**src/rtl/alarm_ring_ctrl.sv**
```systemverilog
// Alarm ring controller: rings on a rising edge of the alarm match, supports
// a bounded number of snoozes, auto-stops after a ring timeout and flags it.
module alarm_ring_ctrl #(
   parameter int RING_SEC   = 60,
   parameter int SNOOZE_SEC = 300,
   parameter int MAX_SNOOZE = 3
) (
   input  logic       clk_1hz,
   input  logic       cr,
   input  logic       en,
   input  logic       match,
   input  logic       stop,
   input  logic       snooze,
   output logic       beep,
   output logic [1:0] state,
   output logic [1:0] snooze_cnt,
   output logic       missed
);

   typedef enum logic [1:0] {
      IDLE   = 2'b00,
      RING   = 2'b01,
      SNOOZE = 2'b10
   } state_t;

   localparam logic [8:0] RING_LAST   = 9'(RING_SEC - 1);
   localparam logic [8:0] SNOOZE_LAST = 9'(SNOOZE_SEC - 1);
   localparam logic [1:0] CNT_MAX     = 2'(MAX_SNOOZE);

   state_t     state_q, state_d;
   logic [8:0] timer_q, timer_d;
   logic [1:0] cnt_q, cnt_d;
   logic       beep_q, beep_d;
   logic       missed_q, missed_d;
   logic       match_q, match_d;
   logic       trigger;

   assign trigger = match & ~match_q;

   // NOTE: every variable gets a default before the case so no path can
   // leave one unassigned, which would otherwise infer a latch.
   always_comb begin
      state_d  = state_q;
      timer_d  = timer_q;
      cnt_d    = cnt_q;
      beep_d   = beep_q;
      missed_d = missed_q;
      match_d  = match;

      if (!en) begin
         state_d = IDLE;
         timer_d = '0;
         cnt_d   = '0;
         beep_d  = 1'b0;
      end else begin
         case (state_q)
            IDLE: begin
               timer_d = '0;
               beep_d  = 1'b0;
               if (stop) missed_d = 1'b0;
               if (trigger) begin
                  state_d = RING;
                  cnt_d   = '0;
                  beep_d  = 1'b1;
               end
            end
            RING: begin
               if (stop) begin
                  state_d = IDLE;
                  timer_d = '0;
                  beep_d  = 1'b0;
               end else if (timer_q == RING_LAST) begin
                  state_d  = IDLE;
                  timer_d  = '0;
                  beep_d   = 1'b0;
                  missed_d = 1'b1;
               end else if (snooze && (cnt_q < CNT_MAX)) begin
                  state_d = SNOOZE;
                  timer_d = '0;
                  beep_d  = 1'b0;
                  cnt_d   = cnt_q + 2'd1;
               end else begin
                  timer_d = timer_q + 9'd1;
                  beep_d  = ~beep_q;
               end
            end
            SNOOZE: begin
               beep_d = 1'b0;
               if (stop) begin
                  state_d = IDLE;
                  timer_d = '0;
               end else if (timer_q == SNOOZE_LAST) begin
                  state_d = RING;
                  timer_d = '0;
                  beep_d  = 1'b1;
               end else begin
                  timer_d = timer_q + 9'd1;
               end
            end
            default: begin
               state_d = IDLE;
               timer_d = '0;
               beep_d  = 1'b0;
            end
         endcase
      end
   end

   // NOTE: match_q resets to 1 so a match already high at reset release is
   // not mistaken for a fresh rising edge.
   always_ff @(posedge clk_1hz) begin
      if (!cr) begin
         state_q  <= IDLE;
         timer_q  <= '0;
         cnt_q    <= '0;
         beep_q   <= 1'b0;
         missed_q <= 1'b0;
         match_q  <= 1'b1;
      end else begin
         state_q  <= state_d;
         timer_q  <= timer_d;
         cnt_q    <= cnt_d;
         beep_q   <= beep_d;
         missed_q <= missed_d;
         match_q  <= match_d;
      end
   end

   assign state      = state_q;
   assign beep       = beep_q;
   assign snooze_cnt = cnt_q;
   assign missed     = missed_q;

endmodule

```
**config.mk**
```make
export PLATFORM = sky130hd
export DESIGN_NAME = alarm_ring_ctrl
export DESIGN_NICKNAME = d
export VERILOG_FILES = /design/src/rtl/alarm_ring_ctrl.sv
export SDC_FILE = /design/constraint.sdc
export NUM_CORES = 1
export LEC_CHECK = 0
export BUFFER_PORTS_ARGS = -buffer_cell sky130_fd_sc_hd__buf_2
export CAP_MARGIN = 20
export CORE_MARGIN = 8
export CORE_UTILIZATION = 50
export DETAILED_ROUTE_END_ITERATION = 6
export PLACE_DENSITY_LB_ADDON = 0.12
export SETUP_SLACK_MARGIN = 0.5
export SLEW_MARGIN = 0
export SYNTH_ARGS = -nofsm -noshare
export SYNTH_HDL_FRONTEND = slang
export SYNTH_SLANG_ARGS = --single-unit
```
**constraint.sdc**
```tcl
create_clock -name clk_1hz -period 2.5 [get_ports clk_1hz]
set_input_delay 0 -clock clk_1hz [delete_from_list [all_inputs] [get_ports clk_1hz]]
set_output_delay 0 -clock clk_1hz [all_outputs]
set_load 0.01 [all_outputs]
```
# Word level (Yosys, flattened, before mapping)
# Index checks and enable logic that the tools add are counted.
# op_classes
add_sub_neg,2
magnitude_cmp,1
eq_ne,12
n_mux,29
bitwise_logic,3
reduce_logical,7
# op_table
operator,count
9-bit 2-to-1 mux,5
2-bit 2-to-1 mux,10
9-bit case mux with 2 select lines,1
"2-bit != test, second input constant",6
5-bit AND reduction,2
"9-bit by 1-bit adder with 9-bit output, second input constant",1
"9-bit by 6-bit equality test with 1-bit output, second input constant",1
"9-bit equality test, second input constant",1
1-bit 2-to-1 mux,9
2-bit case mux with 3 select lines,1
"4-bit != test, second input constant",1
2-bit case mux with 2 select lines,1
"3-bit != test, second input constant",1
1-bit case mux with 3 select lines,1
3-bit AND reduction,1
"2-bit by 1-bit adder with 2-bit output, second input constant",1
"2-bit by 1-bit equality test with 1-bit output, second input constant",1
"2-bit equality test, second input constant",1
2-bit logical NOT,1
"2-bit < comparator, second input constant",1
1-bit inverter,2
1-bit case mux with 2 select lines,1
2-bit AND reduction,1
2-bit nonzero test,1
2 further kinds,2
# word_totals
ff_bits,16
in_bits,6

# Depth between registers and ports, before layout
# logic_depth
depth_word,6
depth_mapped,6

# Least setup slack after synthesis
# No wires, ideal clock.
# synth_path
path_type,register -> register
start,register timer_q[0]
end,register timer_q[2]
setup_time_ns,0.126
t_arrival_ns,1.468
slack_ns,0.905
stages_incl_launch_ff,6
path_buffers,0
synth_period_minus_slack_ns,1.595
path_cell_list,dfxtp_1 > ha_1 > nand3_1 > o41a_4 > o2111ai_4 > nor2_1
# synth_between
elab_chain_cells,5
word_cells_on_any_way,9
# synth_rtl
element,line,rtl
from (decl),31,"logic [8:0] timer_q, timer_d;"
from (signal assigned),121,timer_q <= timer_d;
9-bit by 1-bit adder with 9-bit output,"83, 97",
9-bit 2-to-1 mux,77,end else if (snooze && (cnt_q < CNT_MAX)) begin
9-bit 2-to-1 mux,72,end else if (timer_q == RING_LAST) begin
9-bit 2-to-1 mux,68,if (stop) begin
9-bit case mux with 2 select lines *,56,case (state_q)
# Every way passes the cells marked *; elsewhere a longest branch is shown, timed or not.
# A chain may end at the register's enable or synchronous reset.

# Worst setup path in the final report
# layout_path
start,register timer_q[0]
end,register timer_q[5]
# The elaborated chain is that of the path after synthesis.

==> flow_summary.yaml <==
outcome:
  status: "completed"
critical_path:
  crit_fanout: 9
  critPathCaptureType: "flip-flop"
  cp.required_ns: 2.71
  r2r_start: "timer_q[0]$_SDFF_PN0_"
  critPathLaunchType: "flip-flop"
  arrival_ns: 1.96
  crit_type: "flip-flop to flip-flop"
  worstSetupStartpoint: "timer_q[0]$_SDFF_PN0_"
cells_and_area:
  syn_to_final_growth_pct: 13.2
  drive_above_1_share_pct: 15.9
  final_cell_mix: "dfxtp_1, nor2_1, buf_2"
  layout_commonest_cell: "dfxtp_1"
  regArea_um2: 320
  stdcell_count: 138
  fillers: 148
  antennaDiodeCount: 0
  multi_input_area_um2: 538
  nNetsFinal: 127
yosys:
  async_flop_share_pct: 0
  avgSynthCellArea_um2: 9.10
  netlist_area_um2: 892
  ys_warn_count: 0
  synth_nets: 110
  synth_top_flop_cell: "dfxtp_1"
  synth_enable_flop_cells: 0
  seq_area_frac_synth_pct: 35.9
  syn_inst: 98
  synth_cell_types: 29
  synth_seq_cells: 16
route:
  drc: 0
  drtAntennaViolNets: 0
  wire_per_inst_um: 12.8
  num_vias: 726
  drt-vias-per-instance: 5.26
  drt_pre_antenna_iters: 4
  wirelength_mm: 1.77
  drt_iter0_markers: 11
power:
  p_leak_nw: 0.378
  ir_drop_mv: 0.256
  p_seq_share_pct: 61.1
  power.switching_mw: 0.0949
  finalPower_mw: 0.422
  clkPwrFrac_pct: 31.0
  p_sw_share_pct: 22.5
  p_comb_share_pct: 7.9
  powerDensity_mw_per_mm2: 418
  cell_internal_pwr_mw: 0.327
placed_design:
  place.gp.congestion: 0.774
  hpwl_mm: 1.41
  place_ws_ns: 0.771
  placed_cells: 133
  io_buffers: 11
cts:
  numCtsBuffers: 3
  clk_latency_ns: 0.28
  cts_buffer_depth: 2
  cts_resized: 0
  cts.sinks: 16
  cts.clk_slew.worst_paths_ns: 0.09
  cts_max_level: 1
  cts_tree: "done"
  cts_root_buf: "clkbuf_4"
sta:
  slew_headroom_pct: 69.1
  fmax_mhz: 572
  slew_viol_final: 0
  period_needed_ns: 1.75
  timing.final.crit_share_pct: 69.9
  hold_viol: 0
  skew_ns: 0.00819
  setup_viol: 0
  worst_slew_pin_slew_ns: 0.457
  grt_setup_unrepaired: "no"
  finalSetupTns_ns: 0
  fin_ws_ns: 0.753
global_routing:
  overflow: 0
  grt_max_degree: 10
  grtUsageTotal_pct: 11.7
  first_global_vias: 754
  antenna_found_initial: 0
  grt_first_pass_wirelength_mm: 3.17
die:
  die_x_um: 58.2
  coreArea_mm2: 0.00171
  initial_utilization_pct: 52.2
  die_y_um: 58.2
  die_area_mm2: 0.00339
  ios: 12
  num_rows: 15
hold_path:
  hp-class: "input port to flip-flop"
  worstHoldStart: "cr"
job:
  cap_viol_max_count: 0
synth_stat cells (2+ instances only):
master,count,area [um^2]
or3_1,2,12.5
nor2b_1,6,37.5
a21oi_1,3,15.0
nand3_1,5,25.0
nand2b_1,3,18.8
nor4_1,2,12.5
ha_1,6,75.1
mux2i_1,2,20.0
inv_1,6,22.5
xnor2_1,4,35.0
nor3_1,2,10.0
nand2_1,6,22.5
dfxtp_1,16,320
nor2_1,13,48.8
xor2_1,3,26.3
nand4_1,2,12.5
o21ai_0,5,25.0
kinds of logic (layout without fill, tap and decap cells):
logic type,after synthesis,after routing,synth area share (%)
and+or+nand+nor,44,44,25.4
AOI/OAI and AO/OA,16,16,17.4
DFF,16,16,35.9
xor gates and xnor gates,7,7,6.87
buffers and inverters,7,22,3.79
adders and majority gates,6,6,8.41
muxes,2,2,2.24
repair_timing:
item                                   4_1_cts  5_1_grt
endpoints found under the hold margin        1        0
setup buffers                                0        0
hold buffers                                 2        0
final timing paths:
path                            slack, ns  cells past startpoint                     to
worst max register to register       0.75                      5  timer_q[5]$_SDFF_PN0_
worst min-delay path                 0.02                      3    missed$_SDFFE_PN0P_
worst max-delay path                 0.75                      5  timer_q[5]$_SDFF_PN0_
worst min register to register       0.45                      1  timer_q[0]$_SDFF_PN0_
cell type report:
class,count,area share (%)
flip-flops and latches,16,31.7
multi-input cells,75,53.3
clock buffers,3,2.23
inverters,6,2.23
well taps,25,3.10
repair buffers,13,7.43
critical path: stages (launching register included):
cell       delay [ns]
dfxtp_1          0.33
ha_1             0.25
and4_1           0.27
a211oi_2         0.43
o2111ai_4        0.25
nor2_1           0.15
metrics by stage:
stage	cell area [um^2]	utilization, %	hold WS [ns]
global route	1010	59.1	0.0211
finish	1010	59.1	0.0222
CTS	1010	59.1	0.0131
global placement	967	56.6	0.221
detailed placement	967	56.6	0.232
floorplan	892	-	0.0730
state kept, by name (all words and copies together) (netlist names):
signal and cells:
state 2, timer_q 9, missed 1, snooze_cnt 2, beep 1, match_q 1
power groups by stage:
stage,clock network [mW],registers [mW],logic (mW)
floorplan,0,0.264,0.0178
global placement,0,0.264,0.0303
detailed placement,0,0.264,0.0308
CTS,0.138,0.258,0.0332
global route,0.149,0.258,0.0360
finish,0.131,0.258,0.0333
metal layers:
layer | wire, um | track usage, % | up-vias
met4 | 10 | 2.10 | 0
met2 | 843 | 19.9 | 12
met1 | 850 | 13.9 | 332
met3 | 62 | 4.19 | 2
met5 | 0 | 0 | -
li1 | - | - | 380
No activity file was read; power rests on OpenSTA's default activity.
